--- config.mk ---
export PLATFORM = sky130hd
export DESIGN_NAME = stmm_seq_ctrl
export DESIGN_NICKNAME = d
export VERILOG_FILES = /design/src/rtl/stmm_seq_ctrl.sv
export SDC_FILE = /design/constraint.sdc
export NUM_CORES = 1
export LEC_CHECK = 0
export CAP_MARGIN = 15
export CORE_MARGIN = 5
export CORE_UTILIZATION = 45
export DETAILED_ROUTE_END_ITERATION = 12
export GPL_TIMING_DRIVEN = 0
export HOLD_SLACK_MARGIN = 0.03
export PLACE_DENSITY = 0.76
export SETUP_SLACK_MARGIN = 0.3
export SLEW_MARGIN = 20
export SYNTH_ARGS = -nofsm -noshare
export SYNTH_HDL_FRONTEND = slang
export SYNTH_SLANG_ARGS = --single-unit
--- constraint.sdc ---
create_clock -name clk -period 2.3 [get_ports clk]
set_input_delay 0.345 -clock clk [delete_from_list [all_inputs] [get_ports clk]]
set_output_delay 0.345 -clock clk [all_outputs]
set_load 0.005 [all_outputs]
--- src/rtl/stmm_seq_ctrl.sv ---
// Command-level sequencer for the StMM execution unit.
// Accepts one command at a time, pulses the parameter fetcher and the StMM core,
// owns the weight-BRAM port select, tracks weight validity and reports a single
// response per command. A per-phase watchdog bounds every wait phase.
module stmm_seq_ctrl #(
  parameter int ADDR_W  = 32,
  parameter int TIMEOUT = 4096,
  parameter int CNT_W   = $clog2(TIMEOUT + 1)
) (
  input  logic              clk,
  input  logic              rst,
  input  logic              cmd_valid,
  output logic              cmd_ready,
  input  logic [1:0]        cmd_op,
  input  logic [ADDR_W-1:0] cmd_base_addr,
  output logic              fetch_start,
  output logic [ADDR_W-1:0] fetch_base_addr,
  input  logic              fetch_done,
  output logic              exec_start,
  input  logic              exec_done,
  output logic              bram_sel,
  output logic              w_loaded,
  output logic              busy,
  output logic              rsp_valid,
  output logic [1:0]        rsp_err
);

  // A disabled watchdog (TIMEOUT=0) would give a zero-width counter; keep at least one bit.
  localparam int CW = (CNT_W < 1) ? 1 : CNT_W;
  localparam logic [CW-1:0] CNT_LAST = (TIMEOUT == 0) ? '0 : CW'(TIMEOUT - 1);

  localparam logic [1:0] OP_NOP   = 2'b00;
  localparam logic [1:0] OP_FETCH = 2'b01;
  localparam logic [1:0] OP_EXEC  = 2'b10;
  localparam logic [1:0] OP_FX    = 2'b11;

  localparam logic [1:0] ERR_OK     = 2'b00;
  localparam logic [1:0] ERR_NO_W   = 2'b01;
  localparam logic [1:0] ERR_F_TMO  = 2'b10;
  localparam logic [1:0] ERR_X_TMO  = 2'b11;

  typedef enum logic [2:0] {
    IDLE, F_START, F_WAIT, X_START, X_WAIT, RSP
  } state_t;

  state_t            state_reg, state_next;
  logic [1:0]        op_reg, op_next;
  logic              w_loaded_reg, w_loaded_next;
  logic [1:0]        err_next;
  logic [CW-1:0]     cnt_reg;
  logic [ADDR_W-1:0] addr_reg;
  logic              cmd_ready_reg, fetch_start_reg, exec_start_reg;
  logic              bram_sel_reg, busy_reg, rsp_valid_reg;
  logic [1:0]        rsp_err_reg;
  logic              accept, timeout;

  assign accept  = cmd_valid && cmd_ready_reg;
  assign timeout = (TIMEOUT != 0) && (cnt_reg == CNT_LAST);

  // Next-state, op latch, weight-valid flag and response code selection.
  always_comb begin
    state_next    = state_reg;
    op_next       = op_reg;
    w_loaded_next = w_loaded_reg;
    err_next      = ERR_OK;
    case (state_reg)
      IDLE: begin
        if (accept) begin
          op_next = cmd_op;
          case (cmd_op)
            OP_NOP: state_next = RSP;
            OP_FETCH, OP_FX: begin
              w_loaded_next = 1'b0;
              state_next    = F_START;
            end
            default: begin  // OP_EXEC
              if (w_loaded_reg) begin
                state_next = X_START;
              end else begin
                state_next = RSP;
                err_next   = ERR_NO_W;
              end
            end
          endcase
        end
      end
      F_START, F_WAIT: begin
        // Completion takes priority over a watchdog expiry in the same cycle.
        if (fetch_done) begin
          w_loaded_next = 1'b1;
          state_next    = (op_reg == OP_FX) ? X_START : RSP;
        end else if (timeout) begin
          state_next = RSP;
          err_next   = ERR_F_TMO;
        end else begin
          state_next = F_WAIT;
        end
      end
      X_START, X_WAIT: begin
        if (exec_done) begin
          state_next = RSP;
        end else if (timeout) begin
          state_next = RSP;
          err_next   = ERR_X_TMO;
        end else begin
          state_next = X_WAIT;
        end
      end
      RSP:     state_next = IDLE;
      default: state_next = IDLE;
    endcase
  end

  // State, latches, watchdog counter and registered Moore outputs.
  always_ff @(posedge clk) begin
    if (rst) begin
      state_reg       <= IDLE;
      op_reg          <= OP_NOP;
      w_loaded_reg    <= 1'b0;
      cnt_reg         <= '0;
      addr_reg        <= '0;
      cmd_ready_reg   <= 1'b0;
      fetch_start_reg <= 1'b0;
      exec_start_reg  <= 1'b0;
      bram_sel_reg    <= 1'b0;
      busy_reg        <= 1'b0;
      rsp_valid_reg   <= 1'b0;
      rsp_err_reg     <= ERR_OK;
    end else begin
      state_reg    <= state_next;
      op_reg       <= op_next;
      w_loaded_reg <= w_loaded_next;
      if (accept && (cmd_op == OP_FETCH || cmd_op == OP_FX)) begin
        addr_reg <= cmd_base_addr;
      end
      if (state_next == F_START || state_next == X_START) begin
        cnt_reg <= '0;
      end else if (state_reg == F_START || state_reg == F_WAIT ||
                   state_reg == X_START || state_reg == X_WAIT) begin
        cnt_reg <= cnt_reg + CW'(1);
      end
      cmd_ready_reg   <= (state_next == IDLE);
      fetch_start_reg <= (state_next == F_START);
      exec_start_reg  <= (state_next == X_START);
      bram_sel_reg    <= (state_next == F_START) || (state_next == F_WAIT);
      busy_reg        <= (state_next != IDLE);
      rsp_valid_reg   <= (state_next == RSP);
      rsp_err_reg     <= (state_next == RSP) ? err_next : ERR_OK;
    end
  end

  assign cmd_ready       = cmd_ready_reg;
  assign fetch_start     = fetch_start_reg;
  assign fetch_base_addr = addr_reg;
  assign exec_start      = exec_start_reg;
  assign bram_sel        = bram_sel_reg;
  assign w_loaded        = w_loaded_reg;
  assign busy            = busy_reg;
  assign rsp_valid       = rsp_valid_reg;
  assign rsp_err         = rsp_err_reg;

endmodule

==> reports/qor.txt, run 1 <==
Io pins - 80
Full die area - 6920 um^2
Syn avg cell area - 8.79 um^2
Max Root-Sink Buffers - 2
Fmax - 0.551 GHz
Die W - 83.2 um
Number of hold buffers added after CTS - 0
Final Max Slew Viols - 0
Global route total overflow - 0
Hold Crit Class - flip-flop to flip-flop
Netlist Area Pre-Place - 2410 um^2
Input/output buffers - 79
Clock latency on the worst-skew pair - 0.33 ns
Vias/cell - 4.92
Post-Place Cell Area - 3290 um^2
Hold Startpoint - fetch_base_addr[28]
RSZ-0062 raised after global routing - no
Top_reg_cell synth - dfxtp_1
Sequential Power Share - 43.6%
FF-to-FF Start - cnt_reg[2]
Layout area overhead - 45.1%
Top cells by area, synth - dfxtp_1 (49%), nand2_1 (11%), a21oi_1 (8.1%)
RR Endpoint - cnt_reg[12]
Max Cap Viol - 0
Slowest cell on crit path - dfxtp_1
Crit Path Max Fanout - 10
Outcome - completed
Peak supply drop - 0.454 mV
Place WS - 0.197 ns
Max incr delay on CP - 0.45 ns
Setup TNS - 0 ns
R2R Setup Slk - 0.49 ns
WHS Endpoint - fetch_base_addr[28]
Async SR Flop Fraction - 0%
Clock Skews - 0.00843 ns
Most frequent cells after synthesis - nand2_1 (68), dfxtp_1 (59), a21oi_1 (39), nor2_1 (14), clkbuf_1 (12)
Routed vias - 2159
Final worst path period need - 1.81 ns
Switching power - 661 uW
Max-slew headroom - 54.7%
Nets - 404
Sequential-to-total area share from yosys stat - 49.0%
# rows - 26
Worst hold stages - 2
Max FFs per register - 32
Flops & latches, synth - 59
Leak Pwr - 0.00123 uW
Mapped Nets - 314
Post-route cell area - 3500 um^2
Critical path arrival - 2.00 ns
Yosys warnings - 0
Initial DRC count - 56
CP endpoint kind - flip-flop
Share of post-route cells with drive strength above 1 - 10.0%
Setup bufs post-CTS - 0
# clock sinks - 59
Share of the synthesized area in the top cell type - 49.0%
Clk root buf - clkbuf_8
CTS H-tree lvls - 3
Final setup fails - 0
Top-count cell post-synth - nand2_1
Hold Fails Final Rpt - 0
Critical-path cell list - nand4_2 -> nor4_4 -> o31a_2 -> o21a_4 -> buf_8 -> nor3_2
WS Path Type - flip-flop to flip-flop
Power Internal - 1930 uW
Wirelength per Cell - 13.7 um
Final worst slack - 0.486 ns
Measured slew at the worst slew-check pin - 0.680 ns
CTS tree - yes
Pwr Density - 741 nW/um^2
Yosys cell types - 42
Vias in the first global route - 2157
Largest net degree at the start of global routing - 11
Clk pwr share - 38.6%
Final period util - 78.9%
Clock transition at path regs - 0.07 ns
HPWL after DPL - 4510 um
Sw Share - 25.5%
Resize count post-CTS - 0
Core ar. - 5140 um^2
Setup crit start kind - flip-flop
Post-Synthesis Cells - 274
DRT Pass-1 Iters - 4
Detail Route Antenna Nets - 0
Initial core utilization - 46.9%
Post-synth EDFFs - 0
Synth area leader - dfxtp_1
WP data required - 2.48 ns
Initial antenna violation count - 0
GPL Wtd Cong - 0.821
Cts bufs inserted - 9
First-pass GRT wire length - 10100 um
Depth of the worst register-to-register path - 6
Drt drc - 0
# diodes - 0
Global-route total usage across every layer - 18.0%
Die Ht - 83.2 um
DRT Wirelength - 6010 um
Combinational share of power - 17.8%
==> worst max-delay path, delay by kind of cell, from the launching register on <==
| kind | cells | cell delay (ns) |
|---|---|---|
| simple gates | 3 | 0.64 |
| flops | 1 | 0.45 |
| compound gates | 2 | 0.41 |
| buf+inv | 1 | 0.15 |
==> through the flow <==
stage                     cells  hold WS [ns]  total power [uW]  util, %
after CTS                   439         0.454              2610     68.0
after floorplan             274         0.422              1390        -
after detailed placement    423         0.446              1610     64.0
after global routing        439         0.473              2720     68.0
final                       439         0.452              2590     68.0
after global placement      423         0.441              1610     64.0
==> power groups by stage <==
| stage | clock network, uW | logic [uW] | registers [uW] |
|---|---|---|---|
| after floorplan | 0 | 245 | 1150 |
| after global placement | 0 | 459 | 1150 |
| after detailed placement | 0 | 462 | 1150 |
| after CTS | 1020 | 465 | 1130 |
| after global routing | 1070 | 505 | 1140 |
| final | 1000 | 461 | 1130 |
==> area by class of cell <==
cell class,instances,area [um^2]
inverters,3,11.3
fillers,428,1640
clock buffers,10,128
clock inverters,6,80.1
plain buffers,16,76.3
well taps,70,87.6
repair buffers,79,791
flip-flops and latches,59,1180
multi-input cells,196,1140
==> how the worst max path moves through the flow <==
| stage | startpoint | endpoint | slack [ns] | cells after the start |
|---|---|---|---|---|
| final | cnt_reg[2] | cnt_reg[12] | 0.49 | 6 |
| after global routing | state_reg[0] | cnt_reg[8] | 0.37 | 5 |
| after global placement | cmd_valid | cnt_reg[10] | 0.20 | 7 |
| after detailed placement | cmd_valid | cnt_reg[0] | 0.20 | 7 |
| after floorplan | cnt_reg[0] | cnt_reg[0] | 0.69 | 7 |
| after CTS | cnt_reg[2] | cnt_reg[12] | 0.48 | 6 |
==> cells in the final DEF, fill, tap and decap left out, drive strengths merged, types with 3 or more instances in the layout <==
| cell type | n |
|---|---|
| xnor2 | 11 |
| clkdlybuf4s50 | 79 |
| buf | 4 |
| nand2 | 68 |
| mux2i | 3 |
| dfxtp | 59 |
| clkbuf | 22 |
| nand4 | 5 |
| a21oi | 39 |
| inv | 3 |
| clkinv | 4 |
| nor3 | 21 |
| nand3 | 5 |
| nor4 | 5 |
| nor2 | 15 |
==> cell families (layout without fill, tap and decap cells) <==
group                      count (synthesis)  after routing  share of synthesized area (%)
buffers and inverters                     19            114                           3.63
DFF                                       59             59                           49.0
and+or+nand+nor                          132            132                           30.0
xor gates and xnor gates                  13             13                           4.72
muxes                                      3              3                           1.25
adders and majority gates                  1              1                          0.519
AOI/OAI and AO/OA                         47             47                           10.9
==> routing by layer <==
layer | wire length, um | share of wire, % | GRT usage, % | up-vias
met5 | 0 | 0 | 0 | -
met3 | 584 | 9.7 | 8.51 | 13
met2 | 2810 | 47 | 29.4 | 68
met1 | 2480 | 41 | 19.6 | 977
li1 | - | - | - | 1101
met4 | 138 | 2.3 | 8.77 | 0
Note: power is estimated with default switching activity, not from simulation.
==> run 2, diff against run 1 <==
- clock period: 2.3 -> 1.82 ns (I/O delays scaled with it)
==> reports/qor.txt, run 2 (synthesis gave the netlist of run 1 again) <==
Final worst path period need - 1.67 ns (-0.140 ns)
Pwr Density - 900 nW/um^2 (+21%)
HPWL after DPL - 4500 um (-0.26%)
# clock sinks - 59 (unchanged)
Final setup fails - 0 (unchanged)
CTS H-tree lvls - 3 (unchanged)
Power Internal - 2540 uW (+32%)
Vias/cell - 4.93 (+0.23%)
RSZ-0062 raised after global routing - yes
DRT Wirelength - 6730 um (+12%)
Layout area overhead - 58.0%
Clk root buf - clkbuf_8
Die Ht - 83.2 um (unchanged)
Switching power - 886 uW (+34%)
Place WS - -0.281 ns (-0.478 ns)
Nets - 419 (+3.7%)
Fmax - 0.597 GHz (+8.4%)
# diodes - 0 (unchanged)
Share of post-route cells with drive strength above 1 - 21.9% (+12 points)
Most common cell after layout, fill and taps aside - clkdlybuf4s50_1
Cts bufs inserted - 9 (unchanged)
Number of hold buffers added after CTS - 0 (unchanged)
Core ar. - 5140 um^2 (unchanged)
# rows - 26 (unchanged)
Input/output buffers - 79 (unchanged)
Clk pwr share - 35.9% (-2.7 points)
Final Max Slew Viols - 0 (unchanged)
Clock transition at path regs - 0.07 ns (about the same)
Clock latency on the worst-skew pair - 0.32 ns (about the same)
Hold Fails Final Rpt - 0 (unchanged)
WP data required - 2.05 ns (-0.43 ns)
Clock Skews - 0.00861 ns (+0.000180 ns)
Full die area - 6920 um^2 (unchanged)
Largest net degree at the start of global routing - 11 (unchanged)
Sw Share - 25.8% (+0.31 points)
Die W - 83.2 um (unchanged)
Final period util - 92.0% (+13 points)
Most frequent cells in the layout - clkdlybuf4s50_1 (73), nand2_1 (68), dfxtp_1 (45)
Cell Count, Final, Fillers Out - 454 (+3.4%)
Initial antenna violation count - 0 (unchanged)
Max Cap Viol - 0 (unchanged)
Wirelength per Cell - 14.8 um (+8.3%)
Routed vias - 2238 (+3.7%)
GPL Wtd Cong - 0.847 (+3.1%)
Filler Cells Inserted - 390 (-8.9%)
Final worst slack - 0.146 ns (-0.340 ns)
DRT Pass-1 Iters - 4 (unchanged)
CP endpoint kind - flip-flop
Global route total overflow - 0 (unchanged)
Measured slew at the worst slew-check pin - 0.746 ns (+0.0658 ns)
Combinational share of power - 22.3% (+4.5 points)
Vias in the first global route - 2265 (+5.0%)
Detail Route Antenna Nets - 0 (unchanged)
Initial DRC count - 75 (+34%)
Hold Startpoint - cmd_op[0]
Peak supply drop - 0.538 mV (+18%)
Drt drc - 0 (unchanged)
Crit Path Max Fanout - 9 (-1)
Sequential Power Share - 41.8% (-1.8 points)
Setup crit start kind - flip-flop
Placed cell count - 423 (unchanged)
Hold Crit Class - input port to flip-flop
Max-slew headroom - 50.3% (-4.4 points)
First-pass GRT wire length - 10700 um (+6.0%)
Io pins - 80 (unchanged)
WS Path Type - flip-flop to flip-flop
Critical path arrival - 1.90 ns (-0.10 ns)
Global-route total usage across every layer - 19.1% (+1.1 points)
Outcome - completed
Max Root-Sink Buffers - 2 (unchanged)
FF-to-FF Start - state_reg[2]
Initial core utilization - 46.9% (unchanged)
Max FFs per register - 32 (unchanged)
CTS tree - yes
Setup crit start - state_reg[2]
Leak Pwr - 0.00140 uW (+14%)
==> run 2: cell types whose count changed in the layout (fill, tap and decap cells not counted), moves of 4 or more <==
cell             previous run  this run
buf_4                       1        11
buf_6                       0         4
clkdlybuf4s50_1            79        73
clkinv_2                    4         0
dfxtp_1                    59        45
dfxtp_2                     0         8
dfxtp_4                     0         6
dlymetal6s2s_1              0         4
nor3_1                     11         7
==> run 2: timing repair <==
item                                    4_1_cts  5_1_grt
pin swaps                                    17       10
gates cloned                                  1        0
resized for setup                            18       41
buffers inserted                              8        6
endpoints found under the setup margin       56       58
==> run 2: critical path: stages (launching register included) <==
cell     delay (ns)
dfxtp_1        0.31
buf_6          0.13
and3b_1        0.25
a21o_1         0.15
o31a_2         0.19
buf_6          0.12
buf_6          0.09
nor2_2         0.03
nor4_2         0.30
==> run 2: final cells by class <==
cell class | count | area, um^2 | area share, %
Multi-Input combinational cell | 196 | 1250 | 32.9
Inverter | 3 | 11.3 | 0.296
Clock inverter | 1 | 30.0 | 0.788
Tap cell | 70 | 87.6 | 2.30
Sequential cell | 59 | 1210 | 31.9
Buffer | 16 | 92.6 | 2.43
Clock buffer | 15 | 176 | 4.63
Timing Repair Buffer | 94 | 942 | 24.7
==> run 2: through the flow <==
| stage | cell area, um^2 | total power [uW] | setup TNS (ns) | util [%] | hold slack (ns) |
|---|---|---|---|---|---|
| floorplan | 2410 | 1770 | 0 | - | 0.350 |
| global placement | 3290 | 2030 | -6.77 | 64.1 | 0.441 |
| detailed placement | 3290 | 2050 | -7.93 | 64.1 | 0.447 |
| CTS | 3630 | 3370 | 0 | 70.7 | 0.454 |
| global route | 3810 | 3590 | 0 | 74.1 | 0.403 |
| finish | 3810 | 3430 | 0 | 74.1 | 0.389 |
==> run 2: worst paths after layout <==
kind | depth (start not counted) | slack (ns) | endpoint
worst max-delay path | 8 | 0.15 | bram_sel
worst min-delay path | 2 | 0.39 | w_loaded
worst max register to register | 8 | 0.15 | bram_sel
worst min register to register | 2 | 0.45 | fetch_base_addr[19]
==> run 2: layer usage <==
layer / global-route usage [%] / vias to the layer above / routed length [um]
li1: - / 1133 / -
met1: 21.9 / 1035 / 2760
met2: 31.1 / 61 / 3320
met3: 8.51 / 9 / 552
met4: 7.73 / 0 / 95
met5: 0 / - / 0
==> run 2: power by group through the flow <==
| stage | Clock, uW | Sequential, uW | Combinational [uW] |
|---|---|---|---|
| 6_report | 1230 | 1430 | 766 |
| 5_1_grt | 1320 | 1440 | 823 |
| 4_1_cts | 1250 | 1430 | 686 |
| 3_5_place_dp | 0 | 1460 | 589 |
| 3_3_place_gp | 0 | 1450 | 579 |
| 2_1_floorplan | 0 | 1460 | 310 |
==> run 3, diff against run 2 <==
- GPL_TIMING_DRIVEN: 0 -> unset
- PLACE_DENSITY: 0.76 -> 0.79
- SLEW_MARGIN: 20 -> 40
==> reports/qor.txt, run 3 (synthesis gave the netlist of run 1 again) <==
Global-route total usage across every layer - 18.7% (-0.45 points)
Final setup fails - 0 (unchanged)
# rows - 26 (unchanged)
Initial antenna violation count - 0 (unchanged)
Pwr Density - 864 nW/um^2 (-3.9%)
Worst hold stages - 2 (unchanged)
Drt drc - 0 (unchanged)
# diodes - 0 (unchanged)
Initial DRC count - 100 (+33%)
Routed vias - 2219 (-0.85%)
DRT Pass-1 Iters - 4 (unchanged)
Max FFs per register - 32 (unchanged)
Clk root buf - clkbuf_8
Max Cap Viol - 0 (unchanged)
Io pins - 80 (unchanged)
WL met2 - 3120 um (-6.1%)
Max incr delay on CP - 0.40 ns (+0.09 ns)
Outcome - completed
RSZ-0062 raised after global routing - yes
Clock Skews - 0.0115 ns (+0.00286 ns)
GPL Wtd Cong - 0.817 (-3.5%)
Hold Crit Class - input port to flip-flop
Final core utilization - 71.9% (-2.2 points)
Share of post-route cells with drive strength above 1 - 22.0% (+0.11 points)
Largest net degree at the start of global routing - 33 (+22)
Cts bufs inserted - 9 (unchanged)
Vias in the first global route - 2284 (+0.84%)
Global route total overflow - 0 (unchanged)
Highest Signal Layer - met4
Max Root-Sink Buffers - 2 (unchanged)
Final worst path period need - 1.55 ns (-0.123 ns)
Max-slew headroom - 74.5% (+24 points)
Met3 wire length - 605 um (+9.6%)
First-pass GRT wire length - 10500 um (-1.6%)
Peak supply drop - 0.640 mV (+19%)
Fmax - 0.645 GHz (+7.9%)
Measured slew at the worst slew-check pin - 0.382 ns (-0.364 ns)
HPWL after DPL - 4130 um (-8.2%)
Setup crit start kind - flip-flop
Metal1 wirelength - 2560 um (-7.4%)
Full die area - 6920 um^2 (unchanged)
Worst Hold Margin - 0.337 ns (-0.0520 ns)
# clock sinks - 59 (unchanged)
Die Ht - 83.2 um (unchanged)
Clock latency on the worst-skew pair - 0.34 ns (+0.02 ns)
Slowest cell on crit path - o31a_2
Initial core utilization - 46.9% (unchanged)
Depth of the worst register-to-register path - 6 (-2)
CTS H-tree lvls - 3 (unchanged)
Input/output buffers - 79 (unchanged)
Most frequent cells in the layout - nand2_1 (68), clkdlybuf4s50_1 (68), dfxtp_1 (44)
Leak Pwr - 0.00144 uW (+2.9%)
Crit Path Max Fanout - 7 (-2)
Critical-path cell list - ha_4 -> nand3b_1 -> nor4_4 -> o31a_2 -> o21a_4 -> nor3_2
Hold Fails Final Rpt - 0 (unchanged)
Die W - 83.2 um (unchanged)
Vias/cell - 5.01 (+1.6%)
Final Max Slew Viols - 0 (unchanged)
DRT Wirelength - 6350 um (-5.7%)
Critical path arrival - 1.80 ns (-0.10 ns)
Detail Route Antenna Nets - 0 (unchanged)
Core ar. - 5140 um^2 (unchanged)
Final period util - 85.2% (-6.8 points)
CP endpoint kind - flip-flop
WP data required - 2.07 ns (+0.02 ns)
Clock transition at path regs - 0.07 ns (about the same)
WS Path Type - flip-flop to flip-flop
Nets - 408 (-2.6%)
Layout area overhead - 53.4%
Wirelength per Cell - 14.3 um (-3.4%)
CTS tree - yes
==> run 3: per-layer routing <==
layer / vias up / GRT usage [%]
met5: - / 0
met4: 0 / 6.24
li1: 1120 / -
met3: 7 / 10.5
met1: 1015 / 20.7
met2: 77 / 30.2
==> run 3: path summary, 6_finish.rpt <==
kind                  startpoint                  end  slack (ns)
min reg2reg  fetch_base_addr[26]  fetch_base_addr[26]        0.45
min                          rst            op_reg[1]        0.34
max reg2reg           cnt_reg[0]           cnt_reg[8]        0.27
max                   cnt_reg[0]           cnt_reg[8]        0.27
==> run 3: stage by stage <==
| stage | worst slack, ns | cells | power, uW | area (um^2) | TNS (ns) |
|---|---|---|---|---|---|
| 2_1_floorplan | 0.222 | 274 | 1770 | 2410 | 0 |
| 3_3_place_gp | 0.0358 | 416 | 2040 | 3300 | 0 |
| 3_5_place_dp | -0.0175 | 416 | 2040 | 3300 | -0.0371 |
| 4_1_cts | 0.276 | 438 | 3200 | 3600 | 0 |
| 5_1_grt | 0.168 | 443 | 3370 | 3700 | 0 |
| 6_report | 0.269 | 443 | 3200 | 3700 | 0 |
==> run 3: power by group <==
group	internal, uW	switching, uW
clock	569	530
combinational	354	304
sequential	1370	64.9
total	2300	900
==> run 3: layout make-up <==
| type | count | area [um^2] |
|---|---|---|
| multi-input combinational | 197 | 1220 |
| clock buffer | 11 | 151 |
| clock inverter | 5 | 36.3 |
| inverter | 3 | 11.3 |
| tap | 70 | 87.6 |
| fill | 400 | 1440 |
| timing repair buffer | 98 | 975 |
| sequential | 59 | 1210 |
==> run 3: worst max-delay path: cells and delay by family (launching register included) <==
kind            cells  cell delay, ns
fa+ha+maj           1            0.16
flops               1            0.34
compound gates      2            0.67
simple gates        3            0.30
==> run 3: what timing repair did <==
action,CTS,global route
pin swaps,12,3
endpoints found under the setup margin,20,29
hold buffers,0,0
hold endpoints to repair,0,0
gates resized for setup,22,23
setup buffers,5,5
gates cloned,1,0
==> edit 1 (settings of run 1) <==
Reset style: asynchronous (`rst`), changed in one clocked block.
--- a/src/rtl/stmm_seq_ctrl.sv
+++ b/src/rtl/stmm_seq_ctrl.sv
@@ -113,5 +113,5 @@
 
   // State, latches, watchdog counter and registered Moore outputs.
-  always_ff @(posedge clk) begin
+  always_ff @(posedge clk or posedge rst) begin
     if (rst) begin
       state_reg       <= IDLE;
Formal check against the unedited RTL: differs if rst is asserted again (counterexample within 4 cycles, from zero or initial values and one cycle with rst high); with rst held inactive, the same outputs for 10 cycles.
==> edit 1 against run 1 <==
Critical path depth stayed put; global-route usage decreased by 1.5 points; worst setup slack got worse by 0.12 ns; synthesized area grew 4.7%; first-iteration DRC count up 39%; cell area is 4.0% higher; count of clock-buffer cells in the layout is 4 higher; wire length shrank 6.3%; synthesized cell count shrank 26%; sequential cell count unchanged; critical path type unchanged.
Power is not compared: it rests on default switching activity, and its combinational part moved more than twofold at a synthesized area within 25%.
==> edit 1: results (changes against run 1) <==
Min path
  • Hold Crit Class: input pin to asynchronous set/reset pin

Layout
  • Max reg flops: 32 (unchanged)
  • Diode count: 0 (unchanged)
  • Layout Cells excl Fill: 372 (-15%)
  • Fillers: 433 (+1.2%)
  • Nets: 335 (-17%)
  • Layout cell share with drive strength beyond 1: 22.00% (+12 points)

Place
  • Dpl ws: 0.08212 ns (-0.1153 ns)
  • Cells after DPL: 354 (-16%)
  • HPWL after detailed placement: 4115 um (-8.7%)
  • Placed instance area: 3433 sq um (+4.4%)
  • I/O Buffers: 79 (unchanged)
  • RePlAce Congestion: 0.8829 (+7.5%)

Run status
  • Status: complete, no violations

Drt
  • Drt pass-1 iters: 4 (unchanged)
  • DRT iter0 DRCs: 78 (+39%)
  • Per-cell routed wire length: 15.13 um (+11%)
  • Via density: 5.183 (+5.4%)

Yosys
  • Sequential share of the synthesized area: 58.53% (+9.5 points)
  • Syn nets: 242 (-23%)
  • Post-synth ARST share: 100.0% (+100 points)
  • Commonest cells in the synthesized netlist: 59 x dfrtp_1, 33 x mux2_2, 24 x nor2_1, 9 x nand2_1, 7 x nand3_1
  • Syn Area/Cell: 12.49 sq um (+42%)
  • YS warnings: 0 (unchanged)
  • Count of cell types in the netlist: 39 (-7.1%)
  • Synth top area cells: dfrtp_1 59%, mux2_2 15%, nor2_1 3.6%

STA
  • Slew margin rel.: 60.96% (+6.3 points)
  • Final clock skew: 0.005993 ns (-0.002438 ns)
  • Final Worst Setup Slack: 0.3653 ns (-0.1204 ns)

Critical path
  • Max stage delay on crit path: 0.56 ns (+0.11 ns)
  • CP arrival: 2.15 ns (+0.15 ns)
  • Critical-path top delay cell: or4_4
  • Crit Path Max Fanout: 10 (unchanged)

GRT
  • Gr usage total: 16.51% (-1.5 points)
  • Initial antenna violation count: 0 (unchanged)
  • Wire length of the first global-routing pass: 9363 um (-7.1%)
  • Vias in the first global route: 2041 (-5.4%)
  • Largest net degree at the start of global routing: 49 (+38)

Clock network
  • CTS clk-pin slew, worst paths: 0.06 ns
  • Setup bufs post-CTS: 0 (unchanged)
  • Clock root buffer: clkbuf_8
  • Worst skew pair latency: 0.33 ns (about the same)
  • CTS Buffer Depth: 2 (unchanged)
  • # resized after CTS: 1 (+1)
  • CTS Buf Count: 9 (unchanged)
  • Htree depth: 3 (unchanged)

Pwr
  • Max rail drop VDD: 743.2 uV
  • Pleak: 1.565 nW
==> edit 1: power breakdown <==
part           switching [mW]  total (mW)  internal [mW]
clock                   0.385       0.833          0.447
combinational           0.692        1.83           1.14
sequential              0.263        1.73           1.46
total                    1.34        4.39           3.05
==> edit 1: layout make-up <==
type	count	area [sq um]	area share (%)
timing repair buffer	82	833.3	22.92
clock buffer	14	162.7	4.473
sequential	59	1478	40.64
tap	72	90.09	2.478
inverter	4	17.52	0.4818
multi-input combinational	133	1003	27.60
buffer	6	41.29	1.136
clock inverter	2	10.01	0.2753
==> edit 1: cells by family (layout without fill, tap and decap cells) <==
group	Yosys count	after routing	synth area share (%)
AO/OA/AOI/OAI	24	24	6.696
AND/OR/NAND/NOR	62	62	12.80
multiplexers	34	34	15.13
flip-flops	59	59	58.53
adder cells (fa/ha/maj)	1	1	0.4960
buffers and inverters	10	108	2.182
XOR/XNOR	12	12	4.167
==> edit 1: path summary, 6_finish.rpt <==
path                                      from             endpoint  slack [ns]  depth (start not counted)
max in group asynchronous                  rst           cnt_reg[4]        1.56                          3
setup / recovery                    cnt_reg[2]           cnt_reg[6]        0.37                          6
min in group clk           fetch_base_addr[27]  fetch_base_addr[27]        0.50                          1
setup reg to reg                    cnt_reg[2]           cnt_reg[6]        0.37                          6
hold reg to reg            fetch_base_addr[27]  fetch_base_addr[27]        0.50                          1
hold / removal                             rst  fetch_base_addr[10]        0.28                          2
==> edit 1: layer usage <==
metal | wire length [um] | GRT usage [%]
met5 | 0 | 0
met4 | 104 | 6.906
met3 | 563 | 8.155
met2 | 2682 | 25.98
met1 | 2279 | 19.22
==> edit 1: worst max-delay path: cells and delay by family, from the launching register on <==
kind	cells	cell delay, ns
buf+inv	2	0.29
simple gates	2	0.62
flops	1	0.46
compound gates	2	0.45
==> edit 2 (config.mk and constraints of run 1) <==
Made on the original files. `TIMEOUT`: 4096 -> 2048.
--- a/src/rtl/stmm_seq_ctrl.sv
+++ b/src/rtl/stmm_seq_ctrl.sv
@@ -5,5 +5,5 @@
 module stmm_seq_ctrl #(
   parameter int ADDR_W  = 32,
-  parameter int TIMEOUT = 4096,
+  parameter int TIMEOUT = 2048,
   parameter int CNT_W   = $clog2(TIMEOUT + 1)
 ) (
Formal check against the unedited RTL: no difference found for any inputs over 10 cycles, from zero or initial values and one cycle with rst high; that may be too few to reach the edited logic, so the function may still have changed.
==> edit 2 against run 1 <==
Sequential cell count fell by 1; synthesized area fell by 6.3%; critical endpoint is now cmd_ready; worst hold slack worse by 0.0011 ns; critical path type unchanged; non-clock buffer count down 2; worst setup slack worse by 0.11 ns; cell area decreased by 6.2%; total power increased by 0.20%; largest power group unchanged; wire length is 6.2% lower; fmax shrank 5.5%; highest routed layer unchanged.
==> edit 2: results (changes against run 1) <==
STA
  • Final clock skew: 0.008245 ns (-0.0001861 ns)
  • Period utilization: 83.50% (+4.6 points)
  • Hold_ws: 0.4509 ns (-0.001084 ns)
  • Slew margin rel.: 70.37% (+16 points)

Layout
  • Fillers: 422 (-1.4%)
  • Nets: 400 (-0.99%)
  • Layout Cells excl Fill: 428 (-2.5%)
  • Layout cell share with drive strength beyond 1: 6.094% (-3.9 points)

Yosys
  • Count of cell types in the netlist: 39 (-7.1%)
  • Area share of fa/ha/maj cells after synthesis: 0.5543% (+0.035 points)
  • Compound-Gate Fraction of Synth Area: 13.08% (+2.2 points)
  • Synth Area in XOR/XNOR: 4.656% (-0.068 points)
  • Synth top area cells: dfxtp_1 51%, nand2_1 12%, a21oi_1 8.2%
  • Commonest cells in the synthesized netlist: 71 x nand2_1, 58 x dfxtp_1, 37 x a21oi_1, 24 x nor2_1, 12 x clkbuf_1
  • YS warnings: 0 (unchanged)
  • Sequential share of the synthesized area: 51.44% (+2.4 points)
  • Post-synthesis mux area share: 0.4435% (-0.80 points)
  • Post-Syn Instances: 270 (-1.5%)
  • Syn nets: 310 (-1.3%)

GRT
  • M3 GR Usage: 8.204% (-0.31 points)
  • Vias in the first global route: 1984 (-8.0%)
  • GR Util met2: 28.24% (-1.2 points)
  • Gr usage total: 18.43% (+0.39 points)
  • Wire length of the first global-routing pass: 9266 um (-8.1%)
  • Largest net degree at the start of global routing: 11 (unchanged)
  • Met1 usage: 23.10% (+3.5 points)

Pwr
  • Max rail drop VDD: 429.0 uV (-5.6%)
  • Pleak: 1.150 nW (-6.5%)

Run status
  • Status: complete, no violations

Drt
  • Met1 WL: 2586 um (+4.4%)
  • Drt pass-1 iters: 4 (unchanged)
  • Via density: 4.794 (-2.5%)
  • DR WL met2: 2550 um (-9.3%)
  • Per-cell routed wire length: 13.18 um (-3.7%)
  • Wire length on met3: 452 um (-23%)
  • DRT iter0 DRCs: 104 (+86%)

Critical path
  • Max stage delay on crit path: 0.37 ns (-0.08 ns)
  • Critical Path Source: cnt_reg[0]
  • RR Endpoint: cmd_ready
  • Critical-path top delay cell: or3_4
  • Crit Path Max Fanout: 6 (-4)
  • R2R cell count: 7 (+1)
  • Crit path max-delay family: simple AND/OR/NAND/NOR gates
  • CP arrival: 2.16 ns (+0.16 ns)
  • R2R setup slack: 0.38 ns (-0.11 ns)
  • Crit path capture: cmd_ready

Min path
  • Hold Crit Class: flop to flop

Place
  • RePlAce Congestion: 0.8442 (+2.8%)
  • Placed instance area: 3132 sq um (-4.8%)
  • Cells after DPL: 416 (-1.7%)
  • HPWL after detailed placement: 4236 um (-6.1%)
  • Dpl ws: 0.1728 ns (-0.02456 ns)

Clock network
  • CTS Buf Count: 9 (unchanged)
  • Setup bufs post-CTS: 0 (unchanged)
[edit 2: cell types whose count changed in the layout (fill, tap and decap cells not counted), moves of 3 or more]
cell	run 1	this run
nor4_4	3	0
nor3_1	11	2
nand2_1	68	71
nor2_1	14	24
clkinv_2	4	1
xnor2_1	11	5
nor3_2	10	3
nand3_1	5	8
xor2_1	2	7
[edit 2: power by group]
group	switching [mW]	internal, mW	total, mW	leakage (nW)
sequential	0.0785	1.11	1.19	0.470
combinational	0.328	0.330	0.658	0.603
clock	0.354	0.394	0.748	0.0770
[edit 2: kinds of logic after synthesis]
kind of cell | after synthesis
and+or+nand+nor | 130
DFF | 58
AOI/OAI and AO/OA | 52
buffers and inverters | 16
xor gates and xnor gates | 12
muxes | 1
adders and majority gates | 1
[edit 2: final cells by class]
cell class                 instances  area (sq um)  share of cell area, %
clock inverter                     1         5.005                 0.1527
buffer                            14         55.05                  1.679
timing repair buffer              79         790.8                  24.12
clock buffer                      11         141.4                  4.313
multi-input combinational        196          1033                  31.53
sequential                        58          1161                  35.42
tap                               67         83.83                  2.557
inverter                           2         7.507                 0.2290
[edit 2: worst register-to-register path, stage by stage (launching register included)]
cell and delay (ns):
dfxtp_1 0.34, ha_1 0.22, and3_1 0.17, buf_2 0.15, and3_4 0.20, o211a_1 0.21
or3_4 0.37, nor3_2 0.19
[edit 2: how the worst min path moves through the flow]
stage | cells after the start | endpoint | from
floorplan | 2 | op_reg[0] | op_reg[0]
finish | 2 | fetch_base_addr[19] | fetch_base_addr[19]
global placement | 2 | fetch_base_addr[5] | fetch_base_addr[5]
CTS | 2 | fetch_base_addr[2] | fetch_base_addr[2]
detailed placement | 2 | fetch_base_addr[2] | fetch_base_addr[2]
global route | 2 | fetch_base_addr[8] | fetch_base_addr[8]
